## config.mk

```make
export PLATFORM = sky130hd
export DESIGN_NAME = sap_control_sequencer
export DESIGN_NICKNAME = d
export VERILOG_FILES = /design/src/rtl/sap_ctrl_pkg.sv /design/src/rtl/sap_bus_driver_chk.sv /design/src/rtl/sap_microcode_rom.sv /design/src/rtl/sap_control_sequencer.sv
export SDC_FILE = /design/constraint.sdc
export NUM_CORES = 1
export LEC_CHECK = 0
export BUFFER_PORTS_ARGS = -buffer_cell sky130_fd_sc_hd__buf_4
export CAP_MARGIN = 10
export CORE_UTILIZATION = 34
export DETAILED_ROUTE_END_ITERATION = 16
export SETUP_SLACK_MARGIN = 0.15
export SLEW_MARGIN = 40
export SYNTH_ARGS = -nofsm -noshare
export SYNTH_HDL_FRONTEND = slang
export SYNTH_HIERARCHICAL = 1
export SYNTH_SLANG_ARGS = --single-unit
export TNS_END_PERCENT = 5
```

## constraint.sdc

```tcl
create_clock -name CLK -period 1.9 [get_ports CLK]
set_input_delay 0.19 -clock CLK [delete_from_list [all_inputs] [get_ports CLK]]
set_output_delay 0.19 -clock CLK [all_outputs]
set_load 0.05 [all_outputs]
```

## src/rtl/sap_ctrl_pkg.sv

```systemverilog
// -----------------------------------------------------------------------------
// sap_ctrl_pkg
// Shared constants for the SAP control sequencer:
//   - sequencer geometry (T-states per instruction, control word width)
//   - control word bit indices CW_HLT..CW_FI
//   - opcode encodings OP_NOP..OP_HLT
//   - run/halt state enum
//   - cw_bit(): one-hot control word helper used by the microcode decode
// -----------------------------------------------------------------------------
package sap_ctrl_pkg;

  localparam int SEQ_STEPS    = 5;
  localparam int SEQ_CW_WIDTH = 16;

  // Control word bit map
  localparam int CW_HLT = 0;
  localparam int CW_MI  = 1;
  localparam int CW_RI  = 2;
  localparam int CW_RO  = 3;
  localparam int CW_IO  = 4;
  localparam int CW_II  = 5;
  localparam int CW_AI  = 6;
  localparam int CW_AO  = 7;
  localparam int CW_EO  = 8;
  localparam int CW_SU  = 9;
  localparam int CW_BI  = 10;
  localparam int CW_OI  = 11;
  localparam int CW_CE  = 12;
  localparam int CW_CO  = 13;
  localparam int CW_J   = 14;
  localparam int CW_FI  = 15;

  // Opcodes (IR upper nibble); 0x9-0xD are unassigned and decode as NOP
  localparam logic [3:0] OP_NOP = 4'h0;
  localparam logic [3:0] OP_LDA = 4'h1;
  localparam logic [3:0] OP_ADD = 4'h2;
  localparam logic [3:0] OP_SUB = 4'h3;
  localparam logic [3:0] OP_STA = 4'h4;
  localparam logic [3:0] OP_LDI = 4'h5;
  localparam logic [3:0] OP_JMP = 4'h6;
  localparam logic [3:0] OP_JC  = 4'h7;
  localparam logic [3:0] OP_JZ  = 4'h8;
  localparam logic [3:0] OP_OUT = 4'hE;
  localparam logic [3:0] OP_HLT = 4'hF;

  typedef enum logic {
    S_RUN  = 1'b0,
    S_HALT = 1'b1
  } seq_state_e;

  // Control word with only bit idx set
  function automatic logic [SEQ_CW_WIDTH-1:0] cw_bit(input int idx);
    return {{(SEQ_CW_WIDTH-1){1'b0}}, 1'b1} << idx;
  endfunction

endpackage

```

## src/rtl/sap_bus_driver_chk.sv

```systemverilog
// -----------------------------------------------------------------------------
// sap_bus_driver_chk
// Simulation checker: at most one of RO/IO/AO/EO/CO may drive the shared bus
// in any cycle outside reset. Contains no synthesizable logic.
// Ports:
//   i_clk      clock
//   i_clr      synchronous reset (check disabled while high)
//   i_drivers  [4:0] {RO, IO, AO, EO, CO} control bits
// -----------------------------------------------------------------------------
module sap_bus_driver_chk (
  input logic       i_clk,
  input logic       i_clr,
  input logic [4:0] i_drivers
);

  a_single_bus_driver: assert property (
    @(posedge i_clk) disable iff (i_clr) ($countones(i_drivers) <= 1)
  );

endmodule

```

## src/rtl/sap_microcode_rom.sv

```systemverilog
// -----------------------------------------------------------------------------
// sap_microcode_rom
// Purely combinational microcode decode {opcode, step, flags} -> control word.
// T0/T1 are the common fetch; T2..T4 are opcode specific. Flags only matter
// for JC/JZ at T2.
// Ports:
//   i_opcode    [3:0]         instruction opcode
//   i_step      [STEP_W-1:0]  T-state to decode
//   i_flag_c                  carry flag
//   i_flag_z                  zero flag
//   o_ctrl_word [CW_WIDTH-1:0] active-high control lines
// -----------------------------------------------------------------------------
module sap_microcode_rom
  import sap_ctrl_pkg::*;
#(
  parameter int STEP_W   = 3,
  parameter int CW_WIDTH = SEQ_CW_WIDTH
) (
  input  logic [3:0]          i_opcode,
  input  logic [STEP_W-1:0]   i_step,
  input  logic                i_flag_c,
  input  logic                i_flag_z,
  output logic [CW_WIDTH-1:0] o_ctrl_word
);

  logic [SEQ_CW_WIDTH-1:0] w_cw;

  // Microcode table decode
  always_comb begin
    w_cw = '0;
    case (i_step)
      STEP_W'(0): w_cw = cw_bit(CW_CO) | cw_bit(CW_MI);
      STEP_W'(1): w_cw = cw_bit(CW_RO) | cw_bit(CW_II) | cw_bit(CW_CE);
      STEP_W'(2): begin
        case (i_opcode)
          OP_LDA, OP_ADD, OP_SUB, OP_STA: w_cw = cw_bit(CW_IO) | cw_bit(CW_MI);
          OP_LDI: w_cw = cw_bit(CW_IO) | cw_bit(CW_AI);
          OP_JMP: w_cw = cw_bit(CW_IO) | cw_bit(CW_J);
          OP_JC: begin
            if (i_flag_c) w_cw = cw_bit(CW_IO) | cw_bit(CW_J);
            else          w_cw = '0;
          end
          OP_JZ: begin
            if (i_flag_z) w_cw = cw_bit(CW_IO) | cw_bit(CW_J);
            else          w_cw = '0;
          end
          OP_OUT: w_cw = cw_bit(CW_AO) | cw_bit(CW_OI);
          OP_HLT: w_cw = cw_bit(CW_HLT);
          default: w_cw = '0;
        endcase
      end
      STEP_W'(3): begin
        case (i_opcode)
          OP_LDA:         w_cw = cw_bit(CW_RO) | cw_bit(CW_AI);
          OP_ADD, OP_SUB: w_cw = cw_bit(CW_RO) | cw_bit(CW_BI);
          OP_STA:         w_cw = cw_bit(CW_AO) | cw_bit(CW_RI);
          default:        w_cw = '0;
        endcase
      end
      STEP_W'(4): begin
        case (i_opcode)
          OP_ADD:  w_cw = cw_bit(CW_EO) | cw_bit(CW_AI) | cw_bit(CW_FI);
          OP_SUB:  w_cw = cw_bit(CW_EO) | cw_bit(CW_AI) | cw_bit(CW_FI) | cw_bit(CW_SU);
          default: w_cw = '0;
        endcase
      end
      default: w_cw = '0;
    endcase
  end

  assign o_ctrl_word = CW_WIDTH'(w_cw);

endmodule

```

## src/rtl/sap_control_sequencer.sv

```systemverilog
// -----------------------------------------------------------------------------
// sap_control_sequencer
// Control unit for the 8-bit bus CPU: T-state counter plus RUN/HALT state,
// feeding sap_microcode_rom to produce the 16-bit control word.
// Optional feature macro: SAP_SEQ_EARLY_END_EN -- when defined, an
// instruction returns to T0 as soon as its next execute step (>= T2) would
// decode to an all-zero word (HLT excluded).
// Ports:
//   CLK        system clock, posedge
//   CLR        synchronous active-high reset (priority over step_en)
//   step_en    sequencer clock enable (low freezes step/state)
//   opcode     [3:0] IR upper nibble, stable from T2 onward
//   flag_c     latched carry flag
//   flag_z     latched zero flag
//   ctrl_word  [CW_WIDTH-1:0] active-high control lines, 0 during CLR/HALT
//   step       [2:0] current T-state (zero-extended)
//   halted     high in HALT state
// -----------------------------------------------------------------------------
module sap_control_sequencer
  import sap_ctrl_pkg::*;
#(
  parameter int STEPS    = SEQ_STEPS,
  parameter int CW_WIDTH = SEQ_CW_WIDTH
) (
  input  logic                CLK,
  input  logic                CLR,
  input  logic                step_en,
  input  logic [3:0]          opcode,
  input  logic                flag_c,
  input  logic                flag_z,
  output logic [CW_WIDTH-1:0] ctrl_word,
  output logic [2:0]          step,
  output logic                halted
);

  localparam int STEP_W = $clog2(STEPS);
  localparam logic [STEP_W-1:0] STEP_LAST = STEP_W'(STEPS - 1);
  localparam logic [STEP_W-1:0] STEP_HLT  = STEP_W'(2);  // T-state carrying HLT
  localparam logic [STEP_W-1:0] STEP_PARK = STEP_W'(3);  // step value while halted

  logic [STEP_W-1:0]   r_step;
  seq_state_e          r_state;
  logic [STEP_W-1:0]   w_step_inc;
  logic [STEP_W-1:0]   w_step_next;
  logic [CW_WIDTH-1:0] w_cw_rom;

  sap_microcode_rom #(.STEP_W(STEP_W), .CW_WIDTH(CW_WIDTH)) u_rom (
    .i_opcode    (opcode),
    .i_step      (r_step),
    .i_flag_c    (flag_c),
    .i_flag_z    (flag_z),
    .o_ctrl_word (w_cw_rom)
  );

  // Plain modulo-STEPS increment
  always_comb begin
    if (r_step == STEP_LAST) w_step_inc = '0;
    else                     w_step_inc = r_step + STEP_W'(1);
  end

`ifdef SAP_SEQ_EARLY_END_EN
  logic [CW_WIDTH-1:0] w_cw_peek;

  // Flags are tied high here so a conditional jump always runs its T2; the
  // real flag decision is made by the main decode while T2 is current.
  sap_microcode_rom #(.STEP_W(STEP_W), .CW_WIDTH(CW_WIDTH)) u_rom_peek (
    .i_opcode    (opcode),
    .i_step      (w_step_inc),
    .i_flag_c    (1'b1),
    .i_flag_z    (1'b1),
    .o_ctrl_word (w_cw_peek)
  );

  // Skip the zero-word tail of an instruction
  always_comb begin
    if ((w_step_inc >= STEP_W'(2)) && (w_cw_peek == '0) && (opcode != OP_HLT))
      w_step_next = '0;
    else
      w_step_next = w_step_inc;
  end
`else
  // Every instruction runs the full STEPS T-states
  always_comb begin
    w_step_next = w_step_inc;
  end
`endif

  // Step counter and RUN/HALT state machine
  always_ff @(posedge CLK) begin
    if (CLR) begin
      r_step  <= '0;
      r_state <= S_RUN;
    end else if (r_state == S_HALT) begin
      r_step  <= STEP_PARK;
      r_state <= S_HALT;
    end else if (step_en) begin
      if ((r_step == STEP_HLT) && (opcode == OP_HLT)) begin
        r_step  <= STEP_PARK;
        r_state <= S_HALT;
      end else begin
        r_step  <= w_step_next;
        r_state <= S_RUN;
      end
    end else begin
      r_step  <= r_step;
      r_state <= r_state;
    end
  end

  // CLR blanks the word in the same cycle, before the counter has reset
  always_comb begin
    if (CLR || (r_state == S_HALT)) ctrl_word = '0;
    else                            ctrl_word = w_cw_rom;
  end

  assign step   = 3'(r_step);
  assign halted = (r_state == S_HALT);

  sap_bus_driver_chk u_bus_chk (
    .i_clk     (CLK),
    .i_clr     (CLR),
    .i_drivers ({ctrl_word[CW_RO], ctrl_word[CW_IO], ctrl_word[CW_AO],
                 ctrl_word[CW_EO], ctrl_word[CW_CO]})
  );

endmodule
```

## Yosys cells after proc, flatten, opt, wreduce, memory -nomap -nowiden

Index checks and enable logic that the tools add are counted.
Widths: inputs -> output; s select.

- Word-level logic and storage cells: 39
- Bits in registers: 4
- Input port bits: 9
- Output and inout bits: 20

- Multiplexer cells: 14
- Equal/unequal tests: 14
- Reductions and logical operators: 7
- Add/sub/neg operators: 1

Operators with widths:

| cell | number |
|---|---|
| $pmux 16 s7 | 1 |
| $pmux 16 s5 | 1 |
| $pmux 11 s3 | 1 |
| $pmux 16 s2 | 1 |
| $mux 15 | 2 |
| $eq 4x3->1 const B | 4 |
| $mux 16 | 1 |
| $eq 4x4->1 const B | 3 |
| $eq 4x2->1 const B | 2 |
| $eq 3x2->1 const B | 2 |
| $mux 3 | 2 |
| $eq 4x1->1 const B | 1 |
| $mux 2 | 2 |
| $reduce_or 2->1 | 2 |
| $reduce_or 4->1 | 1 |
| $add 3x1->3 const B | 1 |
| $eq 3x1->1 const B | 1 |
| $eq 3x3->1 const B | 1 |
| $logic_not 3->1 | 1 |
| $mux 1 | 3 |
| $reduce_bool 2->1 | 1 |
| $logic_and 1x1->1 | 1 |
| $logic_or 1x1->1 | 1 |

## Depth between registers and ports, before layout

Gate-level depths: netlist (run 1).

- Word-level depth: 5
- Gate-level depth with buffers: 5
- Mapped depth without buffers: 5

## By module

Netlist (run 1), hierarchy kept.

By module, submodules not included:

| module | instances | seq. area each (µm²) | area each (µm²) | cells each |
|---|---|---|---|---|
| sap_control_sequencer | 1 | 80.1 | 346.6 | 43 |
| sap_microcode_rom | 1 | 0.0 | 329.1 | 43 |

## Least setup slack after synthesis (run 1)

OpenSTA, ideal clock, no wires.

- Kind: reg2out
- Start: register r_step[1], in the netlist step[1]
- End: output port ctrl_word[2]
- Cell stages (with the launch flop): 5
- Path buffers: 0
- Required time: 1.710 ns
- Arrival time: 1.769 ns
- Setup slack: -0.059 ns
- Cell sequence: dfxtp_1 > and2b_2 > nand2_1 > nor4_1 > and2_1

- Longest elaborated chain between the ends: 3
- Elaborated cells between the ends (all ways): 7
- Those cells by class: eq/ne (4); mux (2); reduce/logical (1)

Ends and longest elaborated chain:

| element | line | RTL |
|---|---|---|
| from (decl) | sap_control_sequencer.sv:41 | `logic [STEP_W-1:0] r_step;` |
| from (signal assigned) | sap_control_sequencer.sv:101 | `r_step <= w_step_next;` |
| from (signal assigned) | sap_control_sequencer.sv:105 | `r_step <= r_step;` |
| $eq 3x3->1, or another cell as far along | sap_microcode_rom.sv:31 | `case (i_step)` |
| $pmux 16 s5 (*) | sap_microcode_rom.sv:31 |  |
| via w_cw_rom[2] | sap_control_sequencer.sv:45 | `logic [CW_WIDTH-1:0] w_cw_rom;` |
| $mux 16 (*) | sap_control_sequencer.sv:112 | `if (CLR \|\| (r_state == S_HALT)) ctrl_word = '0;` |
| to (decl) | sap_control_sequencer.sv:31 | `output logic [CW_WIDTH-1:0] ctrl_word,` |

Mark *: on every way through the listed nets, which the timed path passes. The rest lies on a longest branch.

## Worst setup path after layout (run 1)

- Start: register r_step[2], in the netlist step[2]
- End: output port ctrl_word[4]

Same word-level chain as after synthesis.

==> flow_metrics.py, run 1 <==
metrics = {
    "outcome": {
        "run_status": "finished clean",
    },
    "synthesis": {
        "synth_area_leaders": "and2_1, dfxtp_1, ha_1, buf_6, nor3_1",
        "ys_seq_area_share_pct": 11.9,
        "postSynthAreaPerCell_sq_um": 7.86,
        "netlist_area_sq_um": 676,
        "yosysTopAreaCellShare_pct": 14.8,
        "synthCells": 86,
        "synth-edff-count": 0,
        "synth_area_leader_cell": "and2_1",
        "synth_warnings": 6,
        "synthesis.nets": 98,
        "ys.flop_type": "dfxtp_1",
        "synthArstFlopShare_pct": 0,
        "yosys.cell_types.count": 38,
        "ys_ff_latch": 4,
    },
    "sta": {
        "max_freq_ghz": 0.600,
        "rsz0062_at_grt": "true",
        "hold_viol": 0,
        "fin_setup_tns_ns": 0,
        "slew_headroom_pct": 77.4,
        "fin_skew_ns": 0.00524,
        "hold_slack_ns": 0.151,
        "fin_crit_ns": 1.67,
        "timing.final.crit_share_pct": 87.8,
        "final-max-slew-violation-count": 0,
        "worstMarginPinSlew_ns": 0.336,
        "setup_viol": 0,
    },
    "floorplan": {
        "dieArea_sq_mm": 0.00217,
        "core_sq_mm": 0.00180,
        "ioPinCount": 29,
        "start_util_pct": 37.5,
        "dieHeight_microns": 46.6,
        "rows": 15,
        "die_w_microns": 46.6,
    },
    "critical_path": {
        "crit_type": "register to primary output",
        "startpoint": "step[2]",
        "crit_slowest_cell": "dfxtp_2",
        "path_cells": "and2b_2, nand2_2, a2111oi_4, and2_1, buf_6",
        "cp_max_fo": 9,
        "reg2reg_from": "step[0]",
        "slowest_delay_ns": 0.35,
        "endpoint_kind": "primary output",
        "crit_arrival_ns": 1.48,
        "critical_path.startpoint_type": "register",
        "required_ns": 1.71,
    },
    "power": {
        "powerDensity_mw_per_mm2": 436,
        "ir_worst_vdd_mv": 0.208,
        "switching_share_pct": 42.7,
        "internal-power_uw": 230,
        "combinationalPowerShare_pct": 47.6,
        "pwr-share-seq_pct": 25.5,
        "clkPwrFrac_pct": 26.9,
        "power.leakage_uw": 0.000413,
        "switchingPower_uw": 172,
    },
    "clocking": {
        "clkSinkCount": 4,
        "holdBufCountCts": 0,
        "path_clk_slew_ns": 0.04,
        "insertion_delay_ns": 0.24,
        "cts_max_path_buffers": 2,
        "cts_made_buffers": 3,
        "htreeDepth": 1,
        "cts_tree": "built",
        "cts_root_buffer": "clkbuf_4",
    },
    "layout": {
        "multi_input_comb_area_sq_um": 538,
        "syn_to_final_growth_pct": 36.5,
        "drive_above_1_share_pct": 41.4,
        "seqCellArea_sq_um": 86.3,
        "nFillCells": 182,
        "insertedDiodeCount": 0,
        "mostFrequentLayoutCells": "buf_4, and2_1, inv_1, nor3_1",
        "mostFrequentLayoutCell": "buf_4",
        "final_nets": 125,
    },
    "detailed_routing": {
        "wirelength_mm": 1.63,
        "drt_first_pass_iters": 4,
        "vias_per_cell": 5.07,
        "via_count": 690,
        "ant_nets": 0,
        "drt_iter0_markers": 14,
        "drc": 0,
        "wl_per_cell_microns": 12.0,
    },
    "placement": {
        "place.gp.congestion": 0.827,
        "dp_hpwl_mm": 1.18,
        "io_buffers": 28,
    },
    "grt": {
        "grt_usage_pct": 16.5,
        "gr-total-overflow": 0,
        "grt_pass1_wl_mm": 2.55,
        "grt_max_degree": 19,
        "antenna_found_initial": 0,
        "grt_pass1_vias": 575,
    },
    "hold_path": {
        "hold_start": "CLR",
        "min_path_type": "input port to register",
    },
    "flow_run": {
        "drv_cap": 0,
    },
}
## power by group through the flow
| stage | combinational (uW) | sequential, uW | clock, uW |
|---|---|---|---|
| 2_1_floorplan | 124 | 117 | 0 |
| 3_3_place_gp | 186 | 103 | 0 |
| 3_5_place_dp | 185 | 104 | 0 |
| 4_1_cts | 186 | 103 | 113 |
| 5_1_grt | 207 | 104 | 124 |
| 6_report | 191 | 103 | 108 |
## cell type report
cell class              count  share of cell area (%)
clock buffers               3                    2.44
flip-flops and latches      4                    9.36
multi-input cells          70                    58.3
well taps                  25                    3.39
repair buffers             28                    24.0
inverters                   6                    2.44
## state kept, by name, indices dropped and copies added, names as in the netlist
signal  flops
halted      1
step        3
## repair_timing
| item | 4_1_cts | 5_1_grt |
|---|---|---|
| cloned | 0 | 0 |
| pin swaps | 0 | 1 |
| resized for setup | 2 | 6 |
| buffers inserted | 0 | 0 |
| setup endpoints to repair | 1 | 6 |
## synth_stat cells (2+ instances only)
cell / n
nor3_1: 6
and4b_1: 2
and2_1: 16
dfxtp_1: 4
a41o_1: 2
buf_4: 2
nor2_1: 3
buf_6: 3
nand2b_1: 4
nand2_1: 3
a211oi_1: 2
inv_1: 6
nor2_4: 2
ha_1: 3
a21oi_1: 4
nand3b_1: 2
## metrics by stage
stage | power (uW) | worst slack (ns) | area [sq um] | utilization, % | std cells
6_report | 402 | 0.232 | 922 | 51.2 | 136
3_5_place_dp | 290 | 0.392 | 867 | 48.1 | 133
3_3_place_gp | 289 | 0.415 | 867 | 48.1 | 133
4_1_cts | 402 | 0.165 | 895 | 49.7 | 136
5_1_grt | 435 | 0.120 | 922 | 51.2 | 136
2_1_floorplan | 240 | 0.129 | 678 | - | 86
## final timing paths
| kind | end | slack, ns | depth (start not counted) |
|---|---|---|---|
| hold reg to reg | halted | 0.57 | 2 |
| setup / recovery | ctrl_word[4] | 0.23 | 5 |
| setup reg to reg | step[0] | 0.60 | 5 |
| hold / removal | step[1] | 0.15 | 2 |
## critical path, delay by kind of cell, from the launching register on
kind                   cells  cell delay [ns]
AO/OA/AOI/OAI              1             0.18
buffers and inverters      1             0.16
flip-flops                 1             0.35
AND/OR/NAND/NOR            3             0.56
## routing by layer
metal | vias up | track usage, % | wire (microns)
met5 | - | 0 | 0
met4 | 0 | 5.29 | 0
met3 | 0 | 3.53 | 62
met2 | 19 | 25.0 | 789
met1 | 315 | 22.9 | 782
li1 | 356 | - | -
## cell families after synthesis
kind of cell             after synthesis  share of synthesized area, %
AND/OR/NAND/NOR                       48                          49.3
AO/OA/AOI/OAI                         17                          19.6
buffers and inverters                 12                          11.1
flip-flops                             4                          11.9
adder cells (fa/ha/maj)                3                          5.56
XOR/XNOR                               2                          2.59
No activity file was read; power rests on OpenSTA's default activity.
==> run 2, diff against run 1 <==
==> constraint.sdc (replaced) <==
create_clock -name CLK -period 1.9 [get_ports CLK]
set_input_delay 0.19 -clock CLK [delete_from_list [all_inputs] [get_ports CLK]]
set_output_delay 0.19 -clock CLK [all_outputs]
set_load 0.1 [all_outputs]
==> flow_metrics.py, run 2 (synthesis results as in run 1) <==
metrics = {
    "detailed_routing": {
        "via_count": 718,
        "drt_first_pass_iters": 4,
        "drt_iter0_markers": 21,
        "wirelength_mm": 1.78,
        "wl_per_cell_microns": 13.1,
        "met2_length_microns": 890,
        "wl_met3_microns": 68,
        "highest_layer": "met3",
        "wl_met1_microns": 819,
        "ant_nets": 0,
        "drc": 0,
        "vias_per_cell": 5.28,
    },
    "critical_path": {
        "crit_arrival_ns": 1.60,
        "crit_type": "register to primary output",
        "reg2reg_depth": 5,
        "endpoint_kind": "primary output",
        "startpoint": "step[2]",
        "required_ns": 1.71,
        "reg2reg_from": "step[0]",
        "critical_path.startpoint_type": "register",
        "rrSetupSlack_ns": 0.73,
        "cp_max_fo": 9,
        "rr_endpoint": "step[1]",
        "worstSetupEndpoint": "ctrl_word[11]",
    },
    "sta": {
        "worstMarginPinSlew_ns": 0.287,
        "max_freq_ghz": 0.560,
        "slew_headroom_pct": 80.6,
        "fin_skew_ns": 0.000654,
        "setup_viol": 0,
        "final-max-slew-violation-count": 0,
        "hold_viol": 0,
        "timing.final.crit_share_pct": 94.0,
        "hold_slack_ns": 0.152,
        "fin_crit_ns": 1.79,
        "rsz0062_at_grt": "true",
    },
    "layout": {
        "drive_above_1_share_pct": 53.2,
        "largest_reg_flops": 3,
        "mostFrequentLayoutCells": "buf_4, and2_2, inv_1, nor3_1",
        "final_nets": 125,
        "insertedDiodeCount": 0,
        "seqCellArea_sq_um": 91.3,
        "nFillCells": 187,
        "multi_input_comb_area_sq_um": 547,
        "mostFrequentLayoutCell": "buf_4",
        "syn_to_final_growth_pct": 44.6,
    },
    "clocking": {
        "cts_max_path_buffers": 2,
        "htreeDepth": 1,
        "cts_root_buffer": "clkbuf_4",
        "path_clk_slew_ns": 0.04,
        "clkSinkCount": 4,
        "cts_tree": "built",
        "cts_made_buffers": 3,
        "insertion_delay_ns": 0.24,
    },
    "floorplan": {
        "core_sq_mm": 0.00180,
        "die_w_microns": 46.6,
        "dieHeight_microns": 46.6,
        "rows": 15,
        "start_util_pct": 37.5,
        "ioPinCount": 29,
        "dieArea_sq_mm": 0.00217,
    },
    "hold_path": {
        "hold_depth": 2,
        "hold_start": "CLR",
        "min_path_type": "input port to register",
    },
    "power": {
        "power.total_uw": 466,
        "ir_worst_vdd_mv": 0.301,
        "power.leakage_uw": 0.000432,
        "powerDensity_mw_per_mm2": 476,
    },
    "flow_run": {
        "drv_cap": 0,
    },
    "placement": {
        "place.gp.congestion": 0.811,
        "dp_hpwl_mm": 1.21,
        "io_buffers": 28,
    },
    "grt": {
        "antenna_found_initial": 0,
        "grt_pass1_wl_mm": 2.66,
        "grt_pass1_vias": 577,
        "gr-total-overflow": 0,
        "grt_usage_pct": 17.3,
        "grt_max_degree": 19,
    },
    "outcome": {
        "run_status": "finished clean",
    },
}
## run 2: final cells by class
class	instances	share of cell area, %
clock buffer	3	2.30
inverter	6	2.30
multi-input combinational	70	56.0
sequential	4	9.35
tap	25	3.20
timing repair buffer	28	26.9
## run 2: routing by layer
metal	global-route usage (%)	vias up
li1	-	360
met5	0	-
met1	23.6	335
met2	27.2	23
met4	7.06	0
met3	1.96	0
## run 2: how the worst min path moves through the flow
stage | endpoint | slack (ns)
after floorplan | step[0] | 0.26
after global placement | step[1] | 0.40
after detailed placement | step[0] | 0.40
after CTS | step[1] | 0.15
after global routing | step[1] | 0.15
final | step[1] | 0.15
## run 2: what timing repair did
item / in CTS / in global routing
hold buffers: 0 / 0
gates resized for setup: 7 / 12
pin swaps: 0 / 1
setup buffers: 0 / 0
setup endpoints to repair: 6 / 9
## run 2: through the flow
| step | TNS [ns] | worst slack [ns] | instances | utilization, % | area, sq um |
|---|---|---|---|---|---|
| global route | 0 | 0.0448 | 136 | 54.2 | 977 |
| finish | 0 | 0.113 | 136 | 54.2 | 977 |
| global placement | 0 | 0.342 | 133 | 49.1 | 885 |
| floorplan | -0.310 | -0.115 | 86 | - | 696 |
| detailed placement | 0 | 0.305 | 133 | 49.1 | 885 |
| CTS | 0 | 0.128 | 136 | 51.8 | 933 |
## run 2: worst max-delay path, cell delays in order, from the launching register on
cell     delay (ns)
dfxtp_4        0.36
and2b_2        0.28
nand2_2        0.10
nor3_1         0.23
and2_2         0.21
buf_12         0.17
## run 2: report_power, final
group | internal [uW] | leakage (uW) | total, uW | switching (uW)
Sequential | 88.2 | 0.0000348 | 102 | 13.4
Combinational | 71.7 | 0.000383 | 248 | 177
Clock | 71.3 | 0.0000138 | 116 | 44.4
==> run 3, diff against run 2 <==
--- a/config.mk
+++ b/config.mk
@@ -7,6 +7,7 @@
 export LEC_CHECK = 0
 export BUFFER_PORTS_ARGS = -buffer_cell sky130_fd_sc_hd__buf_4
 export CAP_MARGIN = 10
+export CORE_ASPECT_RATIO = 0.9
 export CORE_UTILIZATION = 34
 export DETAILED_ROUTE_END_ITERATION = 16
 export SETUP_SLACK_MARGIN = 0.15
==> flow_metrics.py, run 3 (synthesis results as in run 1) <==
metrics = {
    "detailed_routing": {
        "drt_first_pass_iters": 4,
        "wirelength_mm": 1.70,
        "ant_nets": 0,
        "vias_per_cell": 5.21,
        "drc": 0,
        "via_count": 704,
        "wl_per_cell_microns": 12.6,
        "drt_iter0_markers": 11,
    },
    "placement": {
        "dpl-instance-area_sq_um": 883,
        "place.gp.congestion": 0.849,
        "place_ws_ns": 0.321,
        "dp_hpwl_mm": 1.18,
        "io_buffers": 28,
        "placedCellCount": 132,
    },
    "layout": {
        "final_cell_area_sq_mm": 0.00101,
        "mostFrequentLayoutCell": "buf_4",
        "multi_input_comb_area_sq_um": 568,
        "final_nets": 125,
        "final_cells": 135,
        "nFillCells": 167,
        "drive_above_1_share_pct": 55.0,
        "seqCellArea_sq_um": 91.3,
        "insertedDiodeCount": 0,
        "syn_to_final_growth_pct": 49.6,
        "mostFrequentLayoutCells": "buf_4, and2_2, inv_1",
        "largest_reg_flops": 3,
    },
    "outcome": {
        "run_status": "finished clean",
    },
    "critical_path": {
        "critical_path.startpoint_type": "register",
        "crit_type": "register to primary output",
        "required_ns": 1.71,
        "cp_max_fo": 9,
        "crit_arrival_ns": 1.53,
        "endpoint_kind": "primary output",
    },
    "grt": {
        "grt_pass1_vias": 565,
        "grt_usage_pct": 14.7,
        "grt_pass1_wl_mm": 2.48,
        "gr-total-overflow": 0,
        "antenna_found_initial": 0,
        "grt_max_degree": 19,
    },
    "sta": {
        "fin_crit_ns": 1.72,
        "rsz0062_at_grt": "true",
        "hold_viol": 0,
        "setup_ws_ns": 0.178,
        "worstMarginPinSlew_ns": 0.393,
        "fin_skew_ns": 0.00496,
        "fin_setup_tns_ns": 0,
        "max_freq_ghz": 0.581,
        "timing.final.crit_share_pct": 90.6,
        "setup_viol": 0,
        "hold_slack_ns": 0.150,
        "slew_headroom_pct": 73.5,
        "final-max-slew-violation-count": 0,
    },
    "floorplan": {
        "dieHeight_microns": 44.3,
        "core_sq_mm": 0.00177,
        "start_util_pct": 38.2,
        "die_w_microns": 49.0,
        "ioPinCount": 29,
        "rows": 14,
        "dieArea_sq_mm": 0.00217,
    },
    "clocking": {
        "cts_root_buffer": "clkbuf_4",
        "clkSinkCount": 4,
        "cts_made_buffers": 3,
        "post_cts.repair.setup_buffers": 0,
        "cts_max_path_buffers": 2,
        "cts_tree": "built",
        "path_clk_slew_ns": 0.04,
        "htreeDepth": 1,
        "insertion_delay_ns": 0.24,
    },
    "flow_run": {
        "drv_cap": 0,
    },
    "power": {
        "power.leakage_uw": 0.000437,
        "ir_worst_vdd_mv": 0.416,
        "powerDensity_mw_per_mm2": 462,
    },
    "hold_path": {
        "min_path_type": "input port to register",
    },
}
## run 3: cell counts in the layout (fill, tap and decap cells not counted)
Identical to the previous run, type by type.
## run 3: cell type report
type	count	area share [%]
flip-flops and latches	4	9.03
clock buffers	3	2.23
inverters	6	2.23
well taps	24	2.97
multi-input cells	70	56.2
repair buffers	28	27.4
## run 3: final timing paths
kind,depth (start not counted),start,end,slack (ns)
max,5,step[2],ctrl_word[4],0.18
min,2,CLR,step[1],0.15
max reg2reg,5,step[0],step[0],0.69
min reg2reg,2,halted,halted,0.56
## run 3: critical path: stages (launching register included)
cell,delay [ns]
dfxtp_4,0.36
and2b_2,0.28
nand2_2,0.08
a2111oi_4,0.19
and2_4,0.20
buf_12,0.16
## run 3: layer usage
layer | share of wire (%) | global-route usage (%) | vias to the layer above
met4 | 0 | 1.76 | 0
met2 | 45 | 21.4 | 22
met1 | 50 | 21.5 | 328
li1 | - | - | 354
met3 | 5.4 | 4.47 | 0
met5 | 0 | 0 | -
## run 3: timing repair
item	in CTS	in global routing
endpoints found under the hold margin	0	0
gates resized for setup	5	21
cloned	0	0
hold buffers	0	0
pin swaps	0	1
endpoints found under the setup margin	6	9
## run 3: metrics by stage
step	total power, uW	util [%]
2_1_floorplan	298	-
3_3_place_gp	347	49.9
3_5_place_dp	347	49.9
4_1_cts	459	52.3
5_1_grt	494	57.1
6_report	467	57.1
## run 3: where the power goes
group | leakage, uW | total [uW] | switching, uW | internal [uW]
clock network | 0.0000138 | 110 | 39.4 | 71.0
logic | 0.000389 | 255 | 181 | 74.3
registers | 0.0000348 | 102 | 13.2 | 88.3
